===== src/rtl/ervp_fifo_rd_packer_if.sv =====
// Purpose : bundles the FIFO read port, the packed output stream and the flush
//           handshake of ervp_fifo_rd_packer into one connection.
// Latency : none; wiring only.
// Backpressure: carried by out_ready (consumer) and fifo_rready (FIFO not empty).
//
// Signals:
//   fifo_rready   FIFO -> packer   FIFO holds data
//   fifo_rrequest packer -> FIFO   pop strobe (combinational)
//   fifo_rdata    FIFO -> packer   FIFO head word
//   out_valid     packer -> sink   packed word available
//   out_ready     sink -> packer   sink accepts the word
//   out_data      packer -> sink   packed word, lane i = [i*BW_DATA +: BW_DATA]
//   out_count     packer -> sink   number of valid lanes
//   flush         sink -> packer   request to emit a partial word
//   flush_busy    packer -> sink   flush pending
// Modports: master = packer side, slave = environment side.
interface ervp_fifo_rd_packer_if #(
    parameter int BW_DATA = 8,
    parameter int RATIO   = 4
);
    localparam int BW_COUNT = $clog2(RATIO + 1);

    logic                       fifo_rready;
    logic                       fifo_rrequest;
    logic [BW_DATA-1:0]         fifo_rdata;
    logic                       out_valid;
    logic                       out_ready;
    logic [BW_DATA*RATIO-1:0]   out_data;
    logic [BW_COUNT-1:0]        out_count;
    logic                       flush;
    logic                       flush_busy;

    modport master (
        input  fifo_rready, fifo_rdata, out_ready, flush,
        output fifo_rrequest, out_valid, out_data, out_count, flush_busy
    );

    modport slave (
        output fifo_rready, fifo_rdata, out_ready, flush,
        input  fifo_rrequest, out_valid, out_data, out_count, flush_busy
    );
endinterface


===== src/rtl/ervp_fifo_rd_packer.sv =====
// Purpose : pops narrow FIFO words and packs RATIO of them into one wide word,
//           first popped word in lane 0; optional flush of a partial word.
// Latency : the pop completing a word is visible on out_valid/out_data next cycle.
// Backpressure: only the completing pop stalls while the output register is
//           full and out_ready=0; non-completing pops keep filling the accumulator.
//
// Ports:
//   clk  read-domain clock (same as FIFO read side)
//   rst  synchronous active-high reset
//   bus  ervp_fifo_rd_packer_if.master (FIFO read port, output stream, flush)
// Optional feature: define ERVP_FIFO_RD_PACKER_FLUSH_EN to enable the flush
// logic; when undefined, flush is ignored and flush_busy is tied low.
module ervp_fifo_rd_packer #(
    parameter int BW_DATA = 8,
    parameter int RATIO   = 4
) (
    input  logic                  clk,
    input  logic                  rst,
    ervp_fifo_rd_packer_if.master bus
);
    localparam int BW_COUNT = $clog2(RATIO + 1);
    localparam int BW_OUT   = BW_DATA * RATIO;
    localparam logic [BW_COUNT-1:0] LAST_LANE = BW_COUNT'(RATIO - 1);
    localparam logic [BW_COUNT-1:0] FULL_CNT  = BW_COUNT'(RATIO);

    logic [BW_COUNT-1:0] r_cnt;
    logic                r_out_valid;
    logic [BW_OUT-1:0]   r_out_data;
    logic [BW_COUNT-1:0] r_out_count;

    logic                w_slot_free;
    logic                w_last;
    logic                w_xfer;
    logic                w_pop;
    logic                w_flush_act;
    logic [BW_OUT-1:0]   w_full_word;

    assign w_slot_free = !r_out_valid || bus.out_ready;
    assign w_xfer      = r_out_valid && bus.out_ready;
    assign w_last      = (r_cnt == LAST_LANE);

`ifdef ERVP_FIFO_RD_PACKER_FLUSH_EN
    logic              r_flush_pending;
    logic              w_flush_emit;
    logic [BW_OUT-1:0] w_partial;

    // A live flush (new request or pending) blocks pops, so flush wins over a
    // pop in the same cycle.
    assign w_flush_act  = bus.flush || r_flush_pending;
    assign w_flush_emit = w_flush_act && w_slot_free && (r_cnt != '0);

    // Pending only survives while the output register cannot take the word.
    always_ff @(posedge clk) begin
        if (rst) begin
            r_flush_pending <= 1'b0;
        end else if (w_flush_act) begin
            r_flush_pending <= !w_slot_free;
        end
    end

    assign bus.flush_busy = r_flush_pending;
`else
    assign w_flush_act    = 1'b0;
    assign bus.flush_busy = 1'b0;
`endif

    // The completing pop needs a free output slot; earlier lanes never do.
    assign w_pop = bus.fifo_rready && !w_flush_act && !(w_last && !w_slot_free);
    assign bus.fifo_rrequest = w_pop;

    generate
        if (RATIO > 1) begin : g_acc
            logic [(RATIO-1)*BW_DATA-1:0] r_acc;

            always_ff @(posedge clk) begin
                if (rst) begin
                    r_acc <= '0;
                end else if (w_pop && !w_last) begin
                    for (int i = 0; i < RATIO - 1; i++) begin
                        if (r_cnt == BW_COUNT'(i)) begin
                            r_acc[i*BW_DATA +: BW_DATA] <= bus.fifo_rdata;
                        end
                    end
                end
            end

            assign w_full_word = {bus.fifo_rdata, r_acc};

`ifdef ERVP_FIFO_RD_PACKER_FLUSH_EN
            // Stale lanes at or above cnt are masked so flushed words carry zeros.
            always_comb begin
                w_partial = '0;
                for (int i = 0; i < RATIO - 1; i++) begin
                    if (BW_COUNT'(i) < r_cnt) begin
                        w_partial[i*BW_DATA +: BW_DATA] = r_acc[i*BW_DATA +: BW_DATA];
                    end
                end
            end
`endif
        end else begin : g_noacc
            // Single-lane packing: every pop goes straight to the output register.
            assign w_full_word = bus.fifo_rdata;
`ifdef ERVP_FIFO_RD_PACKER_FLUSH_EN
            assign w_partial = '0;
`endif
        end
    endgenerate

    always_ff @(posedge clk) begin
        if (rst) begin
            r_cnt <= '0;
        end else if (w_pop) begin
            r_cnt <= w_last ? '0 : r_cnt + BW_COUNT'(1);
`ifdef ERVP_FIFO_RD_PACKER_FLUSH_EN
        end else if (w_flush_emit) begin
            r_cnt <= '0;
`endif
        end
    end

    always_ff @(posedge clk) begin
        if (rst) begin
            r_out_valid <= 1'b0;
            r_out_data  <= '0;
            r_out_count <= '0;
        end else if (w_pop && w_last) begin
            r_out_valid <= 1'b1;
            r_out_data  <= w_full_word;
            r_out_count <= FULL_CNT;
`ifdef ERVP_FIFO_RD_PACKER_FLUSH_EN
        end else if (w_flush_emit) begin
            r_out_valid <= 1'b1;
            r_out_data  <= w_partial;
            r_out_count <= r_cnt;
`endif
        end else if (w_xfer) begin
            r_out_valid <= 1'b0;
        end
    end

    assign bus.out_valid = r_out_valid;
    assign bus.out_data  = r_out_data;
    assign bus.out_count = r_out_count;
endmodule


===== src/flat_wrapper.sv =====
// flat-port wrapper written by rule: the top's interface ports become plain ports
module ervp_fifo_rd_packer_flat 
#(
    parameter int BW_DATA = 8,
    parameter int RATIO   = 4
)
  (clk, rst, bus_fifo_rready, bus_fifo_rdata, bus_out_ready, bus_flush, bus_fifo_rrequest, bus_out_valid, bus_out_data, bus_out_count, bus_flush_busy);
  ervp_fifo_rd_packer_if #(.BW_DATA(BW_DATA), .RATIO(RATIO)) bus_i ();
  input  logic clk;
  input  logic rst;
  input wire logic [$bits(bus_i.fifo_rready)-1:0] bus_fifo_rready;
  input wire logic [$bits(bus_i.fifo_rdata)-1:0] bus_fifo_rdata;
  input wire logic [$bits(bus_i.out_ready)-1:0] bus_out_ready;
  input wire logic [$bits(bus_i.flush)-1:0] bus_flush;
  output wire logic [$bits(bus_i.fifo_rrequest)-1:0] bus_fifo_rrequest;
  output wire logic [$bits(bus_i.out_valid)-1:0] bus_out_valid;
  output wire logic [$bits(bus_i.out_data)-1:0] bus_out_data;
  output wire logic [$bits(bus_i.out_count)-1:0] bus_out_count;
  output wire logic [$bits(bus_i.flush_busy)-1:0] bus_flush_busy;
  assign bus_i.fifo_rready = bus_fifo_rready;
  assign bus_i.fifo_rdata = bus_fifo_rdata;
  assign bus_i.out_ready = bus_out_ready;
  assign bus_i.flush = bus_flush;
  assign bus_fifo_rrequest = bus_i.fifo_rrequest;
  assign bus_out_valid = bus_i.out_valid;
  assign bus_out_data = bus_i.out_data;
  assign bus_out_count = bus_i.out_count;
  assign bus_flush_busy = bus_i.flush_busy;
  ervp_fifo_rd_packer #(.BW_DATA(BW_DATA), .RATIO(RATIO)) u_core (.clk(clk), .rst(rst), .bus(bus_i));
endmodule

===== config.mk =====
export PLATFORM = sky130hd
export DESIGN_NAME = ervp_fifo_rd_packer_flat
export DESIGN_NICKNAME = d
export VERILOG_FILES = /design/src/rtl/ervp_fifo_rd_packer_if.sv /design/src/rtl/ervp_fifo_rd_packer.sv /design/src/flat_wrapper.sv
export SDC_FILE = /design/constraint.sdc
export NUM_CORES = 1
export LEC_CHECK = 0
export CAP_MARGIN = 5
export CORE_AREA = 2 2 82 84
export DETAILED_ROUTE_END_ITERATION = 16
export DIE_AREA = 0 0 84 86
export DONT_BUFFER_PORTS = 1
export GPL_TIMING_DRIVEN = 0
export PLACE_DENSITY_LB_ADDON = 0.08
export SLEW_MARGIN = 0
export SYNTH_ARGS = -nofsm -noshare
export SYNTH_HDL_FRONTEND = slang
export SYNTH_SLANG_ARGS = --single-unit
export TNS_END_PERCENT = 50

===== constraint.sdc =====
create_clock -name clk -period 2.2 [get_ports clk]
set_clock_uncertainty 0.1 [all_clocks]
set_input_delay 0.33 -clock clk [delete_from_list [all_inputs] [get_ports clk]]
set_output_delay 0.33 -clock clk [all_outputs]
set_load 0.1 [all_outputs]

==> summary.txt, run 1 <==
Finish
  – Proportion of layout cells with a drive suffix above 1: 0.116
  – Number of antenna diodes: 0
  – Fill count: 622
  – Multi-input gate area: 1150 sq um
  – Number of nets at the end of the flow: 256
  – Final core occ: 0.442
  – Area growth from synthesis to final layout: 11.7%
  – Combined flip-flop and latch cell area: 1220 sq um

Run status
  – Outcome: complete, no violations

Power and ir drop
  – Internal power contribution: 1650 uW
  – Power spent charging and discharging nets: 527 uW
  – Relative contribution of combinational cells to total power: 0.078
  – Static Leakage: 0.00117 uW
  – Peak VDD IR: 402 uV
  – Switching share of total power: 0.242
  – Sequential power share: 0.532
  – Power density relative to cell area: 785 nW/um^2
  – Clock power frac: 0.390

Synthesis
  – Mean instance size in the synthesized netlist: 11.0 sq um
  – Area fraction of the dominant cell type after synthesis: 0.492
  – Total standard cell area after synthesis: 2480 sq um
  – Most area-hungry cell type in the Yosys netlist: sky130_fd_sc_hd__dfxtp_1
  – Seq cells post-synth: 61
  – Number of synthesis warnings: 0
  – Synthesized instance count: 225
  – Largest cells by area after synthesis: sky130_fd_sc_hd__dfxtp_1 (49%), sky130_fd_sc_hd__mux2i_1 (23%), sky130_fd_sc_hd__nand2b_1 (16%)
  – Share of the yosys chip area belonging to registers: 0.492
  – Number of different library cells in the post-synthesis netlist: 22

Job
  – Max-cap violation count: 0

Routing
  – Average wire per cell in the routed design: 16.2 microns
  – Post-route DRC violation count: 0
  – Average via count per standard cell: 4.76
  – Via total after detailed routing: 1517
  – Number of nets still failing antenna checks after routing: 0
  – Total detailed-routing wirelength: 5180 microns
  – Number of detailed-route iterations in the first pass: 4
  – Initial detailed-routing violation count: 28

CTS
  – Clock slew at the register clock pins of the worst setup and hold paths: 60 ps
  – Largest buffer count on any clock path: 2
  – Total clock sinks: 61
  – # H-tree levels: 3
  – CTS tree: done
  – Cts bufs inserted: 9
  – Skew-Pair Late Insertion Delay: 330 ps
  – Number of buffers added for setup after CTS: 0
  – Root buffer cell: sky130_fd_sc_hd__clkbuf_8

STA
  – Setup TNS after final layout: 0 ps
  – Normalized max-slew margin: 0.335
  – Number of setup violations in the final report: 0
  – Crit path setup slack, layout: 77.0 ps
  – Max Slew Vio Count: 0
  – Final period demand of the worst path: 2120 ps
  – Worst hold margin: 72.8 ps
  – Unrepaired setup endpoints after global routing: no
  – Final number of hold-violating endpoints: 0
  – Part of the cycle the worst path needs: 0.965
  – Slew at the pin closest to its max-slew limit: 996 ps
  – Maximum clock frequency: 471 MHz

Hold path
  – Worst min path class: input port to flop

Global route
  – Total global routing overflow: 0
  – Pin count of the biggest net entering global routing: 11
  – Global-route wire length before repair: 8410 microns
  – Global-route usage over all layers: 0.157
  – Vias in the first global route: 1573
  – Antenna violations before repair: 0

Placement
  – Number of buffer cells added on primary ports: 0
  – Final HPWL from detailed placement: 3590 microns
  – RD Place Congestion: 0.760
  – Worst slack at placement: 83.2 ps

Floorplanning
  – Horizontal die dimension: 84 microns
  – Starting density of the core: 0.396
  – Chip Height: 86 microns
  – Core footprint: 6280 sq um
  – Top-level I/O count: 51
  – Row count: 29
  – Area of the die: 7220 sq um

Setup path
  – Number of buffers and inverters on the critical path: 0
  – Cell-by-cell listing of the critical path: and4bb_2, nor2_4
  – Worst Setup Path Type: flop to primary output
  – CP max stage delay: 520 ps
  – CP Capture Type: primary output
  – Worst-path maximum fanout: 3
  – Required time reported for the critical path endpoint: 1770 ps
  – Critical Path Slowest Stage Cell: sky130_fd_sc_hd__nor2_4
  – Crit-path leading delay family: simple AND/OR/NAND/NOR gates
  – Data arrival time at the worst-slack endpoint: 1690 ps
  – Kind of start point of the critical path: flop
==> area by class of cell <==
class / count / area share
sequential: 61 / 0.441
multi-input combinational: 144 / 0.416
clock buffer: 12 / 0.0559
buffer: 17 / 0.0383
tap: 77 / 0.0347
inverter: 5 / 0.00677
clock inverter: 2 / 0.00361
timing repair buffer: 1 / 0.00361
==> final timing paths <==
check	startpoint	endpoint	slack (ps)	cells after the start
min reg2reg	u_core.g_acc.r_acc[19]$_SDFFE_PP0P_	u_core.g_acc.r_acc[19]$_SDFFE_PP0P_	380	2
max	u_core.bus.out_valid$_SDFFE_PP0P_	bus_fifo_rrequest	80	2
max reg2reg	u_core.bus.out_valid$_SDFFE_PP0P_	u_core.bus.out_data[27]$_SDFFE_PP0P_	460	5
min	bus_fifo_rready	u_core.r_cnt[1]$_SDFFE_PP0P_	70	2
==> layer usage <==
metal	routed length, microns	GRT usage	vias up
li1	-	-	768
met1	2590	0.212	702
met2	2180	0.223	38
met3	301	0.0491	9
met4	99	0.0836	0
met5	0	0	-
==> per-stage QoR <==
step / total power (uW) / cells / area (sq um)
3_3_place_gp: 1350 / 304 / 2590
3_5_place_dp: 1350 / 304 / 2590
6_report: 2180 / 319 / 2770
5_1_grt: 2280 / 319 / 2770
4_1_cts: 2220 / 319 / 2770
2_1_floorplan: 1320 / 227 / 2500
==> power by group through the flow <==
stage / registers [uW] / logic [uW] / clock network [uW]
2_1_floorplan: 1180 / 138 / 0
3_3_place_gp: 1180 / 170 / 0
3_5_place_dp: 1180 / 172 / 0
4_1_cts: 1160 / 174 / 886
5_1_grt: 1160 / 185 / 932
6_report: 1160 / 170 / 850
==> cells in the mapped netlist <==
library cell / n
sky130_fd_sc_hd__a211oi_1: 1
sky130_fd_sc_hd__a21oi_1: 3
sky130_fd_sc_hd__and2b_1: 1
sky130_fd_sc_hd__and3_1: 1
sky130_fd_sc_hd__and4bb_2: 1
sky130_fd_sc_hd__buf_2: 1
sky130_fd_sc_hd__buf_4: 7
sky130_fd_sc_hd__buf_6: 2
sky130_fd_sc_hd__clkbuf_1: 7
sky130_fd_sc_hd__conb_1: 1
sky130_fd_sc_hd__dfxtp_1: 61
sky130_fd_sc_hd__ha_1: 4
sky130_fd_sc_hd__inv_1: 5
sky130_fd_sc_hd__mux2i_1: 56
sky130_fd_sc_hd__nand2b_1: 65
sky130_fd_sc_hd__nand3_2: 1
sky130_fd_sc_hd__nand3b_1: 1
sky130_fd_sc_hd__nor2_1: 1
sky130_fd_sc_hd__nor4b_1: 3
sky130_fd_sc_hd__o21ai_0: 1
sky130_fd_sc_hd__o31ai_1: 1
sky130_fd_sc_hd__or4_1: 1
==> flip-flops by register name, indices dropped and copies added (netlist names) <==
register	cells
u_core.bus.out_count	1
u_core.bus.out_data	32
u_core.bus.out_valid	1
u_core.g_acc.r_acc	24
u_core.r_cnt	3
==> cells in the final DEF (no fill, tap or decap), types with 2 or more instances in the layout <==
cell type	n
sky130_fd_sc_hd__nand2b_1	65
sky130_fd_sc_hd__dfxtp_1	60
sky130_fd_sc_hd__mux2i_1	56
sky130_fd_sc_hd__clkbuf_8	11
sky130_fd_sc_hd__clkbuf_1	8
sky130_fd_sc_hd__buf_4	7
sky130_fd_sc_hd__inv_1	5
sky130_fd_sc_hd__a21oi_1	3
sky130_fd_sc_hd__nor4b_1	3
sky130_fd_sc_hd__ha_1	3
sky130_fd_sc_hd__conb_1	3
sky130_fd_sc_hd__buf_6	2
sky130_fd_sc_hd__clkinv_2	2
==> repair_timing <==
action	in CTS	in global routing
hold buffers	1	0
resized for setup	2	0
hold endpoints to repair	1	0
endpoints found under the setup margin	1	0
==> logic make-up (layout without fill, tap and decap cells) <==
kind of cell,count (synthesis),count (layout),synth area share
buffers and inverters,22,37,0.0504
flip-flops,61,61,0.492
multiplexers,56,56,0.226
adder cells (fa/ha/maj),4,4,0.0202
AO/OA/AOI/OAI,6,6,0.0141
AND/OR/NAND/NOR,75,75,0.196
other,1,3,0.00151
(Power assumes the default switching activity.)
==> run 2, diff against run 1 <==
CORE_AREA = 2 2 84 86   (was 2 2 82 84)
DIE_AREA = 0 0 86 88   (was 0 0 84 86)
==> run 2 against run 1 <==
Against the previous run:
- critical path depth unchanged
- sequential power barely moved
- largest power group unchanged
- combinational power barely moved
- first-iteration DRC count increased by 21%
- count of clock-buffer cells in the layout is 2 lower
- clock power is 26% higher
- highest routed layer unchanged
- fmax is 0.11% lower
- routed wire length increased by 0.39%
- utilization down 1.7 points
==> summary.txt, run 2 (synthesized netlist as in run 1, its figures left out) <==
Run status
  – Outcome: complete, no violations

Power and ir drop
  – Sequential power share: 0.483 (-0.049)
  – Internal power contribution: 1850 uW (+12%)
  – Power density relative to cell area: 848 nW/um^2 (+8.0%)
  – Peak VDD IR: 381 uV (-5.2%)
  – Design Power: 2400 uW (+10%)
  – Relative contribution of combinational cells to total power: 0.070 (-0.008)
  – Power spent charging and discharging nets: 543 uW (+3.0%)
  – Static Leakage: 0.00120 uW (+2.0%)
  – Switching share of total power: 0.226 (-0.0154)
  – Clock power frac: 0.447 (+0.057)

Finish
  – Largest register FFs: 32 (unchanged)
  – Area growth from synthesis to final layout: 13.8%
  – Cell Count, Final, Fillers Out: 323 (+1.3%)
  – Proportion of layout cells with a drive suffix above 1: 0.123 (+0.00775)
  – Fill count: 659 (+5.9%)
  – Number of nets at the end of the flow: 256 (unchanged)
  – Most common library cell in the layout ignoring fill and taps: sky130_fd_sc_hd__nand2b_1
  – Final instance area: 2830 sq um (+1.8%)
  – Leading cell types in the layout, fill and taps excluded: sky130_fd_sc_hd__nand2b_1 (65), sky130_fd_sc_hd__dfxtp_1 (60), sky130_fd_sc_hd__mux2i_1 (56), sky130_fd_sc_hd__clkbuf_8 (10)
  – Number of antenna diodes: 0 (unchanged)

Global route
  – Global-route usage over all layers: 0.150 (-0.00703)
  – Total global routing overflow: 0 (unchanged)
  – Antenna violations before repair: 0 (unchanged)
  – Pin count of the biggest net entering global routing: 11 (unchanged)
  – Vias in the first global route: 1504 (-4.4%)
  – Global-route wire length before repair: 8220 microns (-2.2%)

CTS
  – Skew-Pair Late Insertion Delay: 320 ps (about the same)
  – Largest buffer count on any clock path: 2 (unchanged)
  – CTS tree: done
  – Root buffer cell: sky130_fd_sc_hd__clkbuf_8
  – Clock slew at the register clock pins of the worst setup and hold paths: 60 ps (about the same)
  – Number of buffers added for setup after CTS: 0 (unchanged)
  – # H-tree levels: 3 (unchanged)
  – Cts bufs inserted: 9 (unchanged)
  – Total clock sinks: 61 (unchanged)

Routing
  – Initial detailed-routing violation count: 34 (+21%)
  – Via total after detailed routing: 1486 (-2.0%)
  – Post-route DRC violation count: 0 (unchanged)
  – Number of nets still failing antenna checks after routing: 0 (unchanged)
  – Number of detailed-route iterations in the first pass: 4 (unchanged)
  – Average via count per standard cell: 4.60 (-3.3%)
  – Total detailed-routing wirelength: 5200 microns (+0.39%)
  – Average wire per cell in the routed design: 16.1 microns (-0.86%)

Floorplanning
  – Core footprint: 6640 sq um (+5.8%)
  – Top-level I/O count: 51 (unchanged)
  – Row count: 30 (+3.4%)
  – Starting density of the core: 0.374 (-0.0218)
  – Chip Height: 88 microns (+2.3%)
  – Horizontal die dimension: 86 microns (+2.4%)
  – Area of the die: 7570 sq um (+4.8%)

Setup path
  – Cell count along the critical path: 2 (unchanged)
  – Number of buffers and inverters on the critical path: 0 (unchanged)
  – CP Capture Type: primary output
  – Kind of start point of the critical path: flop
  – Cell-by-cell listing of the critical path: and4bb_2, nor2_4
  – Worst-path maximum fanout: 3 (unchanged)
  – Data arrival time at the worst-slack endpoint: 1700 ps (about the same)
  – CP max stage delay: 520 ps (about the same)
  – Worst Setup Path Type: flop to primary output
  – Path depth of the worst reg2reg path: 5 (unchanged)
  – Reg2Reg Setup Slack: 400 ps (-60 ps)
  – Required time reported for the critical path endpoint: 1770 ps (about the same)
  – Critical Path Slowest Stage Cell: sky130_fd_sc_hd__nor2_4
  – R2r startpoint: u_core.bus.out_valid$_SDFFE_PP0P_
  – Crit-path leading delay family: simple AND/OR/NAND/NOR gates
  – Critical path origin: u_core.bus.out_valid$_SDFFE_PP0P_

Hold path
  – Hold Startpoint: bus_fifo_rready
  – Worst min path class: input port to flop
  – Number of stages on the worst hold path: 2 (unchanged)

STA
  – Final period demand of the worst path: 2130 ps (+2.26 ps)
  – Slew at the pin closest to its max-slew limit: 1000 ps (+3.31 ps)
  – Maximum clock frequency: 471 MHz (-0.11%)
  – Final number of hold-violating endpoints: 0 (unchanged)
  – Setup TNS after final layout: 0 ps (unchanged)
  – Unrepaired setup endpoints after global routing: no
  – Part of the cycle the worst path needs: 0.966 (+0.00103)
  – Max Slew Vio Count: 0 (unchanged)
  – Number of setup violations in the final report: 0 (unchanged)
  – Normalized max-slew margin: 0.333 (-0.00221)

Placement
  – Cell area reported after detailed placement: 2600 sq um (+0.14%)
  – RD Place Congestion: 0.705 (-7.3%)
  – Final HPWL from detailed placement: 3590 microns (-0.12%)
  – Number of buffer cells added on primary ports: 0 (unchanged)
  – Dpl cells: 307 (+0.99%)

Job
  – Max-cap violation count: 0 (unchanged)
## run 2: cell types whose count changed in the layout (fill, tap and decap cells not counted)
| cell | before | now |
|---|---|---|
| sky130_fd_sc_hd__bufinv_16 | 0 | 2 |
| sky130_fd_sc_hd__clkbuf_1 | 8 | 7 |
| sky130_fd_sc_hd__clkbuf_8 | 11 | 10 |
| sky130_fd_sc_hd__clkinv_2 | 2 | 3 |
## run 2: power by group through the flow
stage | Clock, uW | Sequential (uW) | Combinational (uW)
after floorplan | 0 | 1180 | 138
after global placement | 0 | 1180 | 167
after detailed placement | 0 | 1180 | 169
after CTS | 1110 | 1160 | 171
after global routing | 1160 | 1160 | 184
final | 1070 | 1160 | 167
## run 2: area by class of cell
class,instances,area [sq um],area share
clock buffers,10,138,0.0487
clock inverters,5,75.1,0.0266
well taps,80,100,0.0354
repair buffers,1,10.0,0.00354
multi-input cells,144,1150,0.409
inverters,5,18.8,0.00664
plain buffers,17,106,0.0376
flip-flops and latches,61,1220,0.433
## run 2: worst register-to-register path: stages (launching register included)
cell	delay (ps)
sky130_fd_sc_hd__dfxtp_2	670
sky130_fd_sc_hd__nand2b_1	210
sky130_fd_sc_hd__nand3_2	150
sky130_fd_sc_hd__buf_6	200
sky130_fd_sc_hd__buf_6	210
sky130_fd_sc_hd__mux2i_1	200
## run 2: through the flow
step / util / hold WS, ps / setup slack [ps]
global route: 0.425 / 84.5 / 16.8
CTS: 0.425 / 45.8 / 48.2
detailed placement: 0.391 / 336 / 33.0
finish: 0.425 / 63.9 / 74.8
floorplan: - / 326 / 208
global placement: 0.391 / 336 / 44.5
## run 2: per-layer routing
| layer | track usage | wire length (microns) | vias to the layer above | share of wire |
|---|---|---|---|---|
| li1 | - | - | 767 | - |
| met3 | 0.0584 | 351 | 6 | 0.068 |
| met4 | 0.0779 | 66 | 0 | 0.013 |
| met5 | 0 | 0 | - | 0 |
| met2 | 0.209 | 2230 | 31 | 0.43 |
| met1 | 0.199 | 2550 | 682 | 0.49 |
## run 2: path summary, 6_finish.rpt
check	endpoint
max	bus_fifo_rrequest
min	u_core.r_cnt[1]$_SDFFE_PP0P_
max reg2reg	u_core.bus.out_data[27]$_SDFFE_PP0P_
min reg2reg	u_core.bus.out_data[10]$_SDFFE_PP0P_
## run 2: repair_timing
action,in CTS,in global routing
endpoints found under the setup margin,1,0
endpoints found under the hold margin,1,0
gates resized for setup,2,0
hold buffers,1,0
==> run 3, diff against run 2 <==
CORE_AREA = 2 2 71 73   (was 2 2 84 86)
DIE_AREA = 0 0 73 75   (was 0 0 86 88)
==> run 3 against run 2 <==
Against the previous run:
- routed wire length decreased by 2.3%
- flip-flop and latch count stayed put
- cell area is 1.6% lower
- clock power shrank 6%
- via count increased by 6.8%
- utilization grew 17 points
- critical path depth unchanged
- critical endpoint unchanged
- worst setup slack gained 10 ps
- power fell by 2.4%
- register-to-register slack improved by 70 ps
==> summary.txt, run 3 (synthesized netlist as in run 1, its figures left out) <==
Routing
  – Via total after detailed routing: 1587 (+6.8%)
  – Number of detailed-route iterations in the first pass: 4 (unchanged)
  – Post-route DRC violation count: 0 (unchanged)
  – Initial detailed-routing violation count: 35 (+2.9%)
  – Average wire per cell in the routed design: 17.1 microns (+6.2%)
  – Average via count per standard cell: 5.34 (+16%)
  – Number of nets still failing antenna checks after routing: 0 (unchanged)
  – Total detailed-routing wirelength: 5080 microns (-2.3%)

Floorplanning
  – Top-level I/O count: 51 (unchanged)
  – Core footprint: 4660 sq um (-30%)
  – Chip Height: 75 microns (-15%)
  – Row count: 25 (-17%)
  – Area of the die: 5480 sq um (-28%)
  – Starting density of the core: 0.533 (+0.159)
  – Horizontal die dimension: 73 microns (-15%)

Power and ir drop
  – Power density relative to cell area: 841 nW/um^2 (-0.86%)
  – Static Leakage: 0.00119 uW (-0.39%)
  – Peak VDD IR: 392 uV (+3.0%)

Finish
  – Final instance area: 2780 sq um (-1.6%)
  – Area growth from synthesis to final layout: 11.9%
  – Number of antenna diodes: 0 (unchanged)
  – Proportion of layout cells with a drive suffix above 1: 0.128 (+0.00412)
  – Leading cell types in the layout, fill and taps excluded: sky130_fd_sc_hd__nand2b_1 (65), sky130_fd_sc_hd__dfxtp_1 (60), sky130_fd_sc_hd__mux2i_1 (56), sky130_fd_sc_hd__clkbuf_8 (12)
  – Most common library cell in the layout ignoring fill and taps: sky130_fd_sc_hd__nand2b_1
  – Largest register FFs: 32 (unchanged)
  – Number of nets at the end of the flow: 255 (-0.39%)

Placement
  – Cell area reported after detailed placement: 2570 sq um (-1.3%)
  – RD Place Congestion: 0.720 (+2.2%)
  – Final HPWL from detailed placement: 3610 microns (+0.65%)
  – Number of buffer cells added on primary ports: 0 (unchanged)
  – Worst slack at placement: 123 ps (+89.8 ps)

Job
  – Max-cap violation count: 0 (unchanged)

Global route
  – Global-route wire length before repair: 8180 microns (-0.50%)
  – Antenna violations before repair: 0 (unchanged)
  – Vias in the first global route: 1688 (+12%)
  – Global-route usage over all layers: 0.207 (+0.0574)
  – Pin count of the biggest net entering global routing: 11 (unchanged)
  – Total global routing overflow: 0 (unchanged)

Setup path
  – Path depth of the worst reg2reg path: 5 (unchanged)
  – Worst Setup Path Type: flop to primary output
  – Cell-by-cell listing of the critical path: and4bb_2, nor2_4
  – CP max stage delay: 510 ps (about the same)
  – Critical Path Slowest Stage Cell: sky130_fd_sc_hd__nor2_4
  – Kind of start point of the critical path: flop
  – Worst-path maximum fanout: 3 (unchanged)
  – CP Capture Type: primary output
  – Crit-path leading delay family: simple AND/OR/NAND/NOR gates
  – Required time reported for the critical path endpoint: 1770 ps (about the same)
  – Cell count along the critical path: 2 (unchanged)
  – Number of buffers and inverters on the critical path: 0 (unchanged)
  – Data arrival time at the worst-slack endpoint: 1680 ps (-20 ps)

STA
  – Maximum clock frequency: 473 MHz (+0.49%)
  – Slew at the pin closest to its max-slew limit: 1010 ps (+8.11 ps)
  – Crit path setup slack, layout: 85.0 ps (+10.3 ps)
  – Final period demand of the worst path: 2110 ps (-10.3 ps)
  – Max Slew Vio Count: 0 (unchanged)
  – Part of the cycle the worst path needs: 0.961 (-0.00467)
  – Setup TNS after final layout: 0 ps (unchanged)
  – Normalized max-slew margin: 0.327 (-0.00542)
  – Final number of hold-violating endpoints: 0 (unchanged)
  – Unrepaired setup endpoints after global routing: no
  – Number of setup violations in the final report: 0 (unchanged)

CTS
  – Skew-Pair Late Insertion Delay: 320 ps (about the same)
  – Number of buffers added for setup after CTS: 0 (unchanged)
  – Largest buffer count on any clock path: 2 (unchanged)
  – Cts bufs inserted: 9 (unchanged)
  – Count of hold buffers inserted by post-cts repair: 0 (-1)
  – Clock slew at the register clock pins of the worst setup and hold paths: 60 ps (about the same)
  – CTS tree: done
  – Total clock sinks: 61 (unchanged)
  – # H-tree levels: 3 (unchanged)
  – Root buffer cell: sky130_fd_sc_hd__clkbuf_8

Hold path
  – Number of stages on the worst hold path: 1 (-1)
  – Worst min path class: input port to flop

Run status
  – Outcome: complete, no violations
==> run 3: final timing paths <==
| kind | start | to | slack (ps) |
|---|---|---|---|
| min reg2reg | u_core.g_acc.r_acc[16]$_SDFFE_PP0P_ | u_core.g_acc.r_acc[16]$_SDFFE_PP0P_ | 390 |
| max reg2reg | u_core.bus.out_valid$_SDFFE_PP0P_ | u_core.bus.out_data[28]$_SDFFE_PP0P_ | 470 |
| max | u_core.bus.out_valid$_SDFFE_PP0P_ | bus_fifo_rrequest | 90 |
| min | bus_fifo_rready | u_core.r_cnt[2]$_SDFFE_PP0P_ | 30 |
==> run 3: what timing repair did <==
action                                  in CTS  in global routing
endpoints found under the setup margin       1                  1
resized for setup                            1                  1
pin swaps                                    1                  1
==> run 3: cell type report <==
cell class                 instances  area (sq um)
fill                             408          1880
sequential                        61          1220
multi-input combinational        144          1150
clock buffer                      12           165
buffer                            17           106
tap                               54          67.6
clock inverter                     4          45.0
inverter                           5          18.8
==> run 3: routing by layer <==
layer / global-route usage / share of wire
met5: 0 / 0
met4: 0.111 / 0.018
met3: 0.0602 / 0.056
met2: 0.329 / 0.48
met1: 0.254 / 0.45
==> run 3: through the flow <==
step                       util  hold slack, ps  power (uW)  instances
after detailed placement  0.551             361        1350        281
after CTS                 0.596            8.18        2360        297
after floorplan               -             326        1320        227
after global placement    0.551             328        1340        281
after global routing      0.597            18.8        2420        297
final                     0.597            29.9        2340        297
==> run 3: worst reg2reg max path, stage by stage (launching register included) <==
cell and delay [ps]:
sky130_fd_sc_hd__dfxtp_2 670, sky130_fd_sc_hd__nand2b_1 180, sky130_fd_sc_hd__nand3_2 130, sky130_fd_sc_hd__buf_6 180
sky130_fd_sc_hd__buf_6 190, sky130_fd_sc_hd__mux2i_1 200
==> run 3: power by group <==
group | switching [uW] | leakage (uW) | internal (uW)
clock | 401 | 0.000112 | 610
sequential | 27.3 | 0.000494 | 1130
combinational | 102 | 0.000587 | 65.8
